## src/rtl/matrix_key_scanner.sv

```systemverilog
// Row-scanned key matrix reader with frame-based debouncing.
// Drives one row low at a time. It collects the pressed keys seen over a full
// frame, then accepts a single key once it has been stable for DEBOUNCE frames.
module matrix_key_scanner #(
    parameter int unsigned ROWS     = 4,
    parameter int unsigned COLS     = 4,
    parameter int unsigned SCAN_DIV = 4,
    parameter int unsigned DEBOUNCE = 3,
    localparam int unsigned KW      = (ROWS * COLS > 2) ? $clog2(ROWS * COLS) : 1
) (
    input  logic            clk,
    input  logic            rst,
    input  logic [COLS-1:0] col_in,
    output logic [ROWS-1:0] row_drv,
    output logic [KW-1:0]   key,
    output logic            key_valid,
    output logic            key_rel,
    output logic            key_down,
    output logic            multi
);

    localparam int unsigned RW   = (ROWS > 2) ? $clog2(ROWS) : 1;
    localparam int unsigned DW   = $clog2(SCAN_DIV);
    localparam int unsigned CNTW = (DEBOUNCE > 1) ? $clog2(DEBOUNCE + 1) : 1;

    typedef enum logic [1:0] {S_IDLE, S_PRESS_CHK, S_HELD, S_REL_CHK} state_e;

    logic [COLS-1:0] sync1_q, sync2_q;
    logic [DW-1:0]   div_q, div_d;
    logic [RW-1:0]   row_q, row_d;
    logic [ROWS-1:0] row_drv_q, row_drv_d;
    logic [1:0]      acc_n_q, acc_n_d, fr_n_q, fr_n_d, n_v;
    logic [KW-1:0]   acc_code_q, acc_code_d, fr_code_q, fr_code_d, code_v;
    logic            eval_q, eval_d;
    logic            sample_c, last_row_c;
    state_e          state_q, state_d;
    logic [CNTW-1:0] cnt_q, cnt_d, cnt_inc;
    logic [KW-1:0]   cand_q, cand_d, key_q, key_d;
    logic            key_valid_q, key_valid_d, key_rel_q, key_rel_d;
    logic            key_down_q, key_down_d, multi_q, multi_d;

    assign sample_c   = (div_q == DW'(SCAN_DIV - 1));
    assign last_row_c = (row_q == RW'(ROWS - 1));

    // Dwell counter and row sequencing; row_drv is one-cold on the next row index
    always_comb begin
        div_d = sample_c ? '0 : div_q + DW'(1);
        row_d = row_q;
        if (sample_c) begin
            row_d = last_row_c ? '0 : row_q + RW'(1);
        end
        row_drv_d = ~(ROWS'(1) << row_d);
    end

    // Frame accumulator: count low columns (saturating at 2) and remember the first code
    always_comb begin
        n_v    = acc_n_q;
        code_v = acc_code_q;
        for (int unsigned c = 0; c < COLS; c++) begin
            if (!sync2_q[c]) begin
                if (n_v == 2'd0) begin
                    code_v = KW'(32'(row_q) * COLS + c);
                end
                if (n_v != 2'd2) begin
                    n_v = n_v + 2'd1;
                end
            end
        end
        acc_n_d    = acc_n_q;
        acc_code_d = acc_code_q;
        fr_n_d     = fr_n_q;
        fr_code_d  = fr_code_q;
        eval_d     = 1'b0;
        if (sample_c) begin
            if (last_row_c) begin
                fr_n_d     = n_v;
                fr_code_d  = code_v;
                acc_n_d    = 2'd0;
                acc_code_d = '0;
                eval_d     = 1'b1;
            end else begin
                acc_n_d    = n_v;
                acc_code_d = code_v;
            end
        end
    end

    // Debounce FSM, stepped once per completed frame
    always_comb begin
        state_d     = state_q;
        cnt_d       = cnt_q;
        cand_d      = cand_q;
        key_d       = key_q;
        key_valid_d = 1'b0;
        key_rel_d   = 1'b0;
        key_down_d  = key_down_q;
        multi_d     = multi_q;
        cnt_inc     = (cnt_q == CNTW'(DEBOUNCE)) ? cnt_q : cnt_q + CNTW'(1);
        if (eval_q) begin
            multi_d = (fr_n_q == 2'd2);
            case (state_q)
                S_IDLE: begin
                    if (fr_n_q == 2'd1) begin
                        cand_d = fr_code_q;
                        if (DEBOUNCE == 1) begin
                            state_d     = S_HELD;
                            cnt_d       = CNTW'(DEBOUNCE);
                            key_d       = fr_code_q;
                            key_valid_d = 1'b1;
                            key_down_d  = 1'b1;
                        end else begin
                            state_d = S_PRESS_CHK;
                            cnt_d   = CNTW'(1);
                        end
                    end
                end
                S_PRESS_CHK: begin
                    if (fr_n_q == 2'd1) begin
                        if (fr_code_q == cand_q) begin
                            cnt_d = cnt_inc;
                            if (cnt_inc == CNTW'(DEBOUNCE)) begin
                                state_d     = S_HELD;
                                key_d       = cand_q;
                                key_valid_d = 1'b1;
                                key_down_d  = 1'b1;
                            end
                        end else begin
                            cand_d = fr_code_q;
                            cnt_d  = CNTW'(1);
                        end
                    end else begin
                        state_d = S_IDLE;
                        cnt_d   = '0;
                    end
                end
                S_HELD: begin
                    if (fr_n_q == 2'd0) begin
                        if (DEBOUNCE == 1) begin
                            state_d    = S_IDLE;
                            cnt_d      = '0;
                            key_rel_d  = 1'b1;
                            key_down_d = 1'b0;
                        end else begin
                            state_d = S_REL_CHK;
                            cnt_d   = CNTW'(1);
                        end
                    end
                end
                default: begin
                    if (fr_n_q == 2'd0) begin
                        cnt_d = cnt_inc;
                        if (cnt_inc == CNTW'(DEBOUNCE)) begin
                            state_d    = S_IDLE;
                            cnt_d      = '0;
                            key_rel_d  = 1'b1;
                            key_down_d = 1'b0;
                        end
                    end else begin
                        state_d = S_HELD;
                    end
                end
            endcase
        end
    end

    // State registers
    always_ff @(posedge clk or negedge rst) begin
        if (!rst) begin
            sync1_q     <= '1;
            sync2_q     <= '1;
            div_q       <= '0;
            row_q       <= '0;
            row_drv_q   <= ~ROWS'(1);
            acc_n_q     <= 2'd0;
            acc_code_q  <= '0;
            fr_n_q      <= 2'd0;
            fr_code_q   <= '0;
            eval_q      <= 1'b0;
            state_q     <= S_IDLE;
            cnt_q       <= '0;
            cand_q      <= '0;
            key_q       <= '0;
            key_valid_q <= 1'b0;
            key_rel_q   <= 1'b0;
            key_down_q  <= 1'b0;
            multi_q     <= 1'b0;
        end else begin
            sync1_q     <= col_in;
            sync2_q     <= sync1_q;
            div_q       <= div_d;
            row_q       <= row_d;
            row_drv_q   <= row_drv_d;
            acc_n_q     <= acc_n_d;
            acc_code_q  <= acc_code_d;
            fr_n_q      <= fr_n_d;
            fr_code_q   <= fr_code_d;
            eval_q      <= eval_d;
            state_q     <= state_d;
            cnt_q       <= cnt_d;
            cand_q      <= cand_d;
            key_q       <= key_d;
            key_valid_q <= key_valid_d;
            key_rel_q   <= key_rel_d;
            key_down_q  <= key_down_d;
            multi_q     <= multi_d;
        end
    end

    assign row_drv   = row_drv_q;
    assign key       = key_q;
    assign key_valid = key_valid_q;
    assign key_rel   = key_rel_q;
    assign key_down  = key_down_q;
    assign multi     = multi_q;

endmodule

```

## config.mk

```make
export PLATFORM = sky130hd
export DESIGN_NAME = matrix_key_scanner
export DESIGN_NICKNAME = d
export VERILOG_FILES = /design/src/rtl/matrix_key_scanner.sv
export SDC_FILE = /design/constraint.sdc
export NUM_CORES = 1
export LEC_CHECK = 0
export ABC_AREA = 1
export CAP_MARGIN = 20
export CORE_MARGIN = 10
export CORE_UTILIZATION = 55
export DETAILED_ROUTE_END_ITERATION = 10
export PLACE_DENSITY = 0.83
export REMOVE_ABC_BUFFERS = 1
export SYNTH_ARGS = -nofsm -noshare
export SYNTH_HDL_FRONTEND = slang
export SYNTH_SLANG_ARGS = --single-unit
```

## constraint.sdc

```tcl
create_clock -name clk -period 2.69 [get_ports clk]
set_input_delay 0.807 -clock clk [delete_from_list [all_inputs] [get_ports clk]]
set_output_delay 0.807 -clock clk [all_outputs]
set_load 0.01 [all_outputs]
```

Word-level counts from Yosys, hierarchy flattened
Index checks and enable logic that the tools add are counted.

Bitwise logic cells: 2. Reductions and logical operators: 17. Mux-type cells: 56. Equal/unequal tests: 21. Shift-type cells: 1. Add/subtract/negate cells: 10.

Operators with widths (count): two-way mux 2 bit (25); two-way mux 4 bit (12); inequality test 2 bit, second input constant (9); two-way mux 1 bit (15); adder 2 x 1 -> 2 bit, second input constant (7); == test 2 bit, second input constant (6); logical NOT 2 bit (6); one-hot mux 2 bit (3 select lines) (2); AND reduction 6 bit (2); AND reduction 5 bit (2); adder 4 x 2 -> 4 bit, second input constant (2); one-hot mux 4 bit (2 select lines) (1); inequality test 3 bit, second input constant (2); inequality test 5 x 2 -> 1 bit, second input constant (1); adder 4 x 1 -> 4 bit, second input constant (1); == test 2 x 1 -> 1 bit, second input constant (2); == test 4 bit (1); NOT 4 bit (1); AND reduction 4 bit (1); nonzero test 2 bit (2); left shift 1 x 2 -> 4 bit, first input constant (1); nonzero test 3 bit (1); OR reduction 3 bit (1); one-hot mux 1 bit (2 select lines) (1); 3 further kinds (3).

Logic and storage cells: 125. Bits of input ports: 6. Register bits after elaboration: 45. Output and inout bits: 12.

Logic depth before layout (Yosys ltp)
Gate-level depths: netlist (run 1).

Depth in word-level cells: 13. Mapped depth: 18. Gate-level depth less buffers: 18.

Worst setup path before layout (run 1)
OpenSTA, ideal clock, no wires.

Kind: flip-flop to flip-flop. Start point: register acc_n_q[1]. End point: register acc_n_q[1]. Stages on the path, launching flop included: 14. Path slack: 694 ps. Buffers on the path: 0. Clock period less this slack: 1996 ps. Arrival: 1869 ps. Required time: 2563 ps. Library setup time: 127 ps. Cells stage by stage: dfrtp_1 -> inv_1 -> ha_1 -> inv_1 -> nand2_1 -> nand2_2 -> nand2_1 -> nand2_2 -> nand3_1 -> o21a_1 -> ha_1 -> or2_2 -> nand3_1 -> o21ai_1.

Cells in the longest elaborated chain, start to end: 13. Elaborated cells between the ends (all ways): 17. Those cells by class: 4 x add/sub; 4 x eq/ne; 9 x mux.

Ends and longest elaborated chain: start, declared (RTL line 32) `logic [1:0] acc_n_q, acc_n_d, fr_n_q, fr_n_d, n_v;`; start signal, assigned (RTL line 193) `acc_n_q <= acc_n_d;`; adder 2 x 1 -> 2 bit / inequality test 2 bit (equally long branches) (RTL line 65, 64); two-way mux 2 bit (RTL line 64) `if (n_v != 2'd2) begin`; two-way mux 2 bit * (RTL line 60) `if (!sync2_q[c]) begin`; adder 2 x 1 -> 2 bit / inequality test 2 bit (equally long branches) (RTL line 65, 64); two-way mux 2 bit (RTL line 64); two-way mux 2 bit * (RTL line 60); adder 2 x 1 -> 2 bit / inequality test 2 bit (equally long branches) (RTL line 65, 64); two-way mux 2 bit (RTL line 64); two-way mux 2 bit * (RTL line 60); adder 2 x 1 -> 2 bit / inequality test 2 bit (equally long branches) (RTL line 65, 64); two-way mux 2 bit (RTL line 64); two-way mux 2 bit * (RTL line 60); two-way mux 2 bit * (RTL line 75) `if (last_row_c) begin`.

Mark *: on every way between the ends. The rest lies on a longest branch, timed or not. A chain may end at the register's enable or synchronous reset.

Final worst setup path (run 1)
Start point: register row_drv_q[1] (netlist: row_drv[1]). End point: output row_drv[1].

RTL lines: start, declared (RTL line 31) `logic [ROWS-1:0] row_drv_q, row_drv_d;`; start signal, assigned (RTL line 173) `row_drv_q <= ~ROWS'(1);`; start signal, assigned (RTL line 192) `row_drv_q <= row_drv_d;`; end, declared (RTL line 14) `output logic [ROWS-1:0] row_drv,`.

No word-level cell between the ends.

==> run metrics, run 1 <==
PortBufs 17; crit path buf inv count 1; Worst-Skew Late Latency around 0.3 ns; Nets around 300; #FFs+latches synth 45; Max VDD drop around 370 uV; cts repair resizes 0; # rows 22; Slew Viols, Final 0; DR pass1 iterations 5; RSZ-0062 raised after global routing false; Worst EP required 1.88 ns; distinct cell type count after synthesis 31; Critical Path Max Stage Delay between 0.5 and 0.6 ns; Ports 18; initial core utilization 57.8%; Num CTS Buffers 5; sequential area share after synthesis roughly 53%; Setup CP Type flip-flop to primary output; DR iter-0 viols 174; startpoint types flip-flop; period utilization between 80% and 90%; critical path endpoint category primary output; share of cells above drive strength 1 a little over an eighth; die area approximately 7000 um2; antenna cells 0; Yosys top cell area share between 30 and 40%; Mapped Cells 254; worst hold slack ~0.36 ns; worst hold-check path type flip-flop to flip-flop; count leader, synth nand2_1; clk buf depth 2; Slowest cell on crit path clkdlybuf4s50_1; global route overflow 0; routed vias between 1500 and 2000; H-Tree Depth 2; aggregate global-route resource usage between 10% and 20%; cell taking the most area after synthesis dfrtp_1; vias per inst 5.01; core area 3740 um2; final worst path period need roughly 2.2 ns; maximum clock frequency 0.464 GHz; CP max FO 1; Worst Tran Pin Value 0.547 ns; largest cells by area after synthesis dfrtp_1 39%, dfstp_2 13%, nand2_1 13%, inv_1 5.6%, ha_1 5.2%; area delta synth->final 15.1%; final hold violation count 0; DR DRC count 0; Post-Route WL about 3800 um; clk root buf clkbuf_8; Final ANT Viol Nets 0; Final Setup Violations 0; number of global-route vias before repair about 1600; leakage between 0.001 and 0.0015 uW; status finished, final reports clean; Pwr Density approximately 660 nW/um2; CTS tree yes; final RePlAce weighted congestion about 0.90; # hold bufs at CTS 0; synth warn 0; top cells by count, synth 77 x nand2_1, 34 x dfrtp_1, 32 x inv_1; arrival time at the worst endpoint ~1.4 ns; max-cap check violation count 0; ys flop type dfrtp_1; Post-DP HPWL 2900 um; slew margin rel. 63.5%; Sink Count between 40 and 50; worst clock skew 0.00809 ns; critical-path cell list clkdlybuf4s50_1; Chip Height 82.7 um; initial antenna violation count 0; die width roughly 83 um; first-pass GRT wire length 6740 um; CP delay by family, top buffers and inverters; Mean Syn Cell Area 8.52 um2; setup_tns 0 ns; largest net degree at the start of global routing 46; CTS clk-pin slew, worst paths roughly 0.08 ns; EDFF count, synth 0; Post-CTS Setup Inserts 0; Routed wire per std cell ~12 um; FFs w/ async S/R, synth between 90% and 100%; cell area after synthesis ~2200 um2
state kept, by name, indices dropped and copies added (netlist names), 4 cells and up:
signal      count
acc_code_q      4
cand_q          4
fr_code_q       4
key             4
row_drv         4
sync1_q         4
sync2_q         4
logic make-up after synthesis:
family          synth area share, %
simple gates                   24.2
flops                          52.7
compound gates                 10.5
buf+inv                        6.59
fa+ha+maj                      5.21
xor+xnor                      0.810
cells in the final DEF, fill, tap and decap left out:
cell type,synthesis,routed
nand2_1,77,77
dfrtp_1,34,34
inv_1,32,32
clkdlybuf4s50_1,0,16
nor2_1,15,15
o21ai_0,13,13
nand3_1,13,13
dfstp_2,11,11
ha_1,9,9
o21ai_1,8,8
a21oi_1,7,7
clkbuf_8,0,6
inv_2,5,5
nand2_2,5,5
nor2_2,2,2
o21ai_2,2,2
xor2_1,2,2
nor3_1,2,2
o31ai_1,2,2
nand4_1,2,2
or2_0,1,1
o21a_1,1,1
clkinv_1,1,1
or2_1,1,1
a31oi_1,1,1
a22oi_1,1,1
o41ai_1,1,1
a21oi_4,1,1
nand2_4,1,1
nand3_2,1,1
nand3b_1,1,1
a211oi_1,1,1
or2_2,1,1
clkinvlp_4,0,1
clkbuf_1,0,1
buf_2,0,1
buf_4,0,1
power breakdown:
part	total, uW	internal [uW]	switching (uW)
sequential	861	779	82.0
combinational	356	134	222
clock	425	208	217
total	1640	1120	521
per-layer routing:
metal	wire [um]	track usage, %	up-vias
met5	0	0	-
met4	60	4.52	0
met3	268	4.32	7
met2	1790	20.7	42
met1	1720	14.8	741
li1	-	-	852
area by class of cell:
type / count / area, um2
timing repair buffer: 18 / 173
fill: 310 / 1250
clock inverter: 1 / 7.51
clock buffer: 7 / 86.3
multi-input combinational: 171 / 881
sequential: 45 / 1140
inverter: 38 / 143
tap: 48 / 60.1
worst paths after layout:
check | from | endpoint | slack [ns] | cells past startpoint
worst max-delay path | row_drv[1]$_DFF_PN1_ | row_drv[1] | 0.53 | 1
worst min register to register | sync1_q[0]$_DFF_PN1_ | sync2_q[0]$_DFF_PN1_ | 0.36 | 0
min in group asynchronous | rst | key[2]$_DFFE_PN0P_ | 0.58 | 2
worst min-delay path | sync1_q[0]$_DFF_PN1_ | sync2_q[0]$_DFF_PN1_ | 0.36 | 0
max in group asynchronous | rst | sync2_q[0]$_DFF_PN1_ | 1.73 | 2
worst max register to register | acc_n_q[0]$_DFFE_PN0P_ | acc_code_q[3]$_DFFE_PN0P_ | 0.53 | 18
through the flow:
step / cells / util (%) / worst slack (ns) / cell area (um2) / total power, uW
3_5_place_dp: 320 / 64.0 / 0.541 / 2400 / 1220
3_3_place_gp: 320 / 64.0 / 0.580 / 2400 / 1210
6_report: 328 / 66.5 / 0.533 / 2490 / 1640
2_1_floorplan: 254 / - / 0.694 / 2160 / 1120
5_1_grt: 328 / 66.5 / 0.325 / 2490 / 1760
4_1_cts: 328 / 66.5 / 0.510 / 2490 / 1660
Note: power is estimated with default switching activity, not from simulation.
==> inputs of run 2 (changes only) <==
CORE_UTILIZATION = 51   (was 55)
PLACE_DENSITY = 0.81   (was 0.83)
clock period = 1.95 ns   (was 2.69 ns; I/O delays follow)
==> run 2 against run 1 <==
  * The run now ends with negative setup slack left
  * Sequential power up 38%
  * Clock skew fell by 0.0038 ns
  * Register-to-register slack got worse by 0.61 ns
  * Via count rose by 4.1%
  * Core utilization down 0.12 points
  * First-iteration DRC count is 56% lower
  * Non-clock buffer count up 12
  * Total power grew 40%
  * Sequential share of layout area is 3.5 points lower
  * Final area increased by 8.2%
  * Flip-flop and latch count unchanged
  * Critical path depth is 11 higher
  * Critical endpoint is now acc_n_q[1]$_DFFE_PN0P_
  * Highest routed layer unchanged
==> run metrics, run 2 (synthesized netlist as in run 1, its figures left out) <==
period utilization 104%; DR DRC count 0; CP max FO 4; DR iter-0 viols 76; Sink Count 45; Switch Pwr 725 uW; Sw Share about a third; cell repeated most along the worst path nand2_2; Ports 18; Pwr Density about 850 nW/um2; CTS tree yes; RSZ-0062 raised after global routing true; vias per inst about 5; area delta synth->final 24.5%; CTS clk-pin slew, worst paths around 0.070 ns; Post-DP HPWL slightly below 3000 um; Num CTS Buffers 5; Worst EP required 2.12 ns; multi-input logic area just under 1000 um2; Setup CP Type flip-flop to flip-flop; die area roughly 7200 um2; Worst Tran Pin Value about 0.46 ns; final RePlAce weighted congestion roughly 0.88; CP delay by family, top simple AND/OR/NAND/NOR gates; maximum clock frequency a little under 0.5 GHz; Chip Height approximately 85 um; setup_tns -0.363 ns; Final ANT Viol Nets 0; global route overflow 0; violated checks negative setup slack; Max VDD drop between 600 and 700 uV; final worst path period need between 2 and 2.5 ns; Gate power share a little under a quarter; fill cell count 300; Final Setup Violations 8; antenna cells 0; critical path endpoint category flip-flop; clk buf depth 2; aggregate global-route resource usage 11.7%; clk root buf clkbuf_8; Routed wire per std cell around 12 um; routed vias roughly 1700; number of global-route vias before repair 1642; Clk network pwr share around 25%; crit path buf inv count 1; Setup crit start acc_n_q[0]$_DFFE_PN0P_; leakage around 0.0013 uW; status finished with violations; PortBufs 17; Final Core Density approximately two thirds; core area between 4000 and 5000 um2; largest net degree at the start of global routing 46; die width approximately 85 um; worst hold-check path type input port to async pin; Slowest cell on crit path dfrtp_1; Nets 306; max-cap check violation count 0; # rows 23; Post-Route WL a little over 4000 um; worst hold slack between 0.2 and 0.3 ns; H-Tree Depth 2; worst r2r src acc_n_q[0]$_DFFE_PN0P_; first-pass GRT wire length slightly above 7000 um; sequential power share about half; Worst-Skew Late Latency 0.29 ns; commonest non-fill, non-tap cell in the layout nand2_1; arrival time at the worst endpoint about 2.2 ns; startpoint types flip-flop; pre-CTS setup slack -0.173 ns; initial core utilization 53.3%; slew margin rel. about 69%; most frequent cells in the layout 69 x nand2_1, 34 x dfrtp_1, 29 x inv_1; worst clock skew ~0.0043 ns; worst reg2reg setup slack -0.08 ns; Sequential Area ~1100 um2; Slew Viols, Final 0; critical-path cell list inv_2, ha_4, nand2_2, nand2_2, nand2_2, o21ai_1, nand2_1, o21a_1, ha_4, or2_4, nand3_2, o21ai_1; P_int between 1500 and 2000 uW; final hold violation count 0; DR pass1 iterations 4; share of cells above drive strength 1 24.0%; final worst slack -0.0784 ns; initial antenna violation count 0; Critical Path Max Stage Delay approximately 0.36 ns
[run 2: cell count changes in the layout (fill, tap and decap cells not counted), sizes merged]
cell	previous run	this run
buf	2	14
clkdlybuf4s50	16	13
dlymetal6s2s	0	3
[run 2: final timing paths]
| path | end | cells after the start |
|---|---|---|
| setup / recovery | acc_n_q[1]$_DFFE_PN0P_ | 12 |
| hold / removal | key[1]$_DFFE_PN0P_ | 2 |
| setup reg to reg | acc_n_q[1]$_DFFE_PN0P_ | 12 |
| hold reg to reg | sync2_q[1]$_DFF_PN1_ | 0 |
| max in group asynchronous | sync2_q[0]$_DFF_PN1_ | 2 |
| min in group clk | sync2_q[1]$_DFF_PN1_ | 0 |
[run 2: power groups by stage]
stage	clock network [uW]	logic (uW)	registers, uW
4_1_cts	606	521	1190
2_1_floorplan	0	363	1180
5_1_grt	635	623	1200
6_report	580	533	1190
3_3_place_gp	0	484	1200
3_5_place_dp	0	501	1210
[run 2: layout make-up]
cell class,instances,area share (%)
clock buffers,7,3.20
clock inverters,1,0.279
inverters,38,5.29
multi-input cells,171,36.1
flip-flops and latches,45,42.3
well taps,50,2.32
repair buffers,30,10.5
[run 2: timing repair]
action,CTS,global route
pin swaps,8,14
gates resized for setup,17,9
endpoints found under the setup margin,12,15
setup buffers,2,3
hold buffers,0,0
[run 2: worst reg2reg max path, stage by stage, from the launching register on]
cell and delay, ns:
dfrtp_1 0.36, inv_2 0.08, ha_4 0.28, nand2_2 0.04, nand2_2 0.07, nand2_2 0.08, o21ai_1 0.11, nand2_1 0.08
o21a_1 0.21, ha_4 0.24, or2_4 0.24, nand3_2 0.06, o21ai_1 0.06
[run 2: metrics by stage]
step           total power (uW)  area [um2]  instances
2_1_floorplan              1540        2160        254
3_3_place_gp               1680        2460        329
3_5_place_dp               1710        2460        329
4_1_cts                    2320        2640        339
5_1_grt                    2460        2690        342
6_report                   2300        2690        342
[run 2: per-layer routing]
| metal | vias up | part of all wire (%) | track usage, % |
|---|---|---|---|
| met5 | - | 0 | 0 |
| met4 | 0 | 1.6 | 4.49 |
| met3 | 7 | 4.9 | 3.73 |
| met2 | 34 | 47 | 19.2 |
| met1 | 786 | 47 | 13.9 |
| li1 | 883 | - | - |
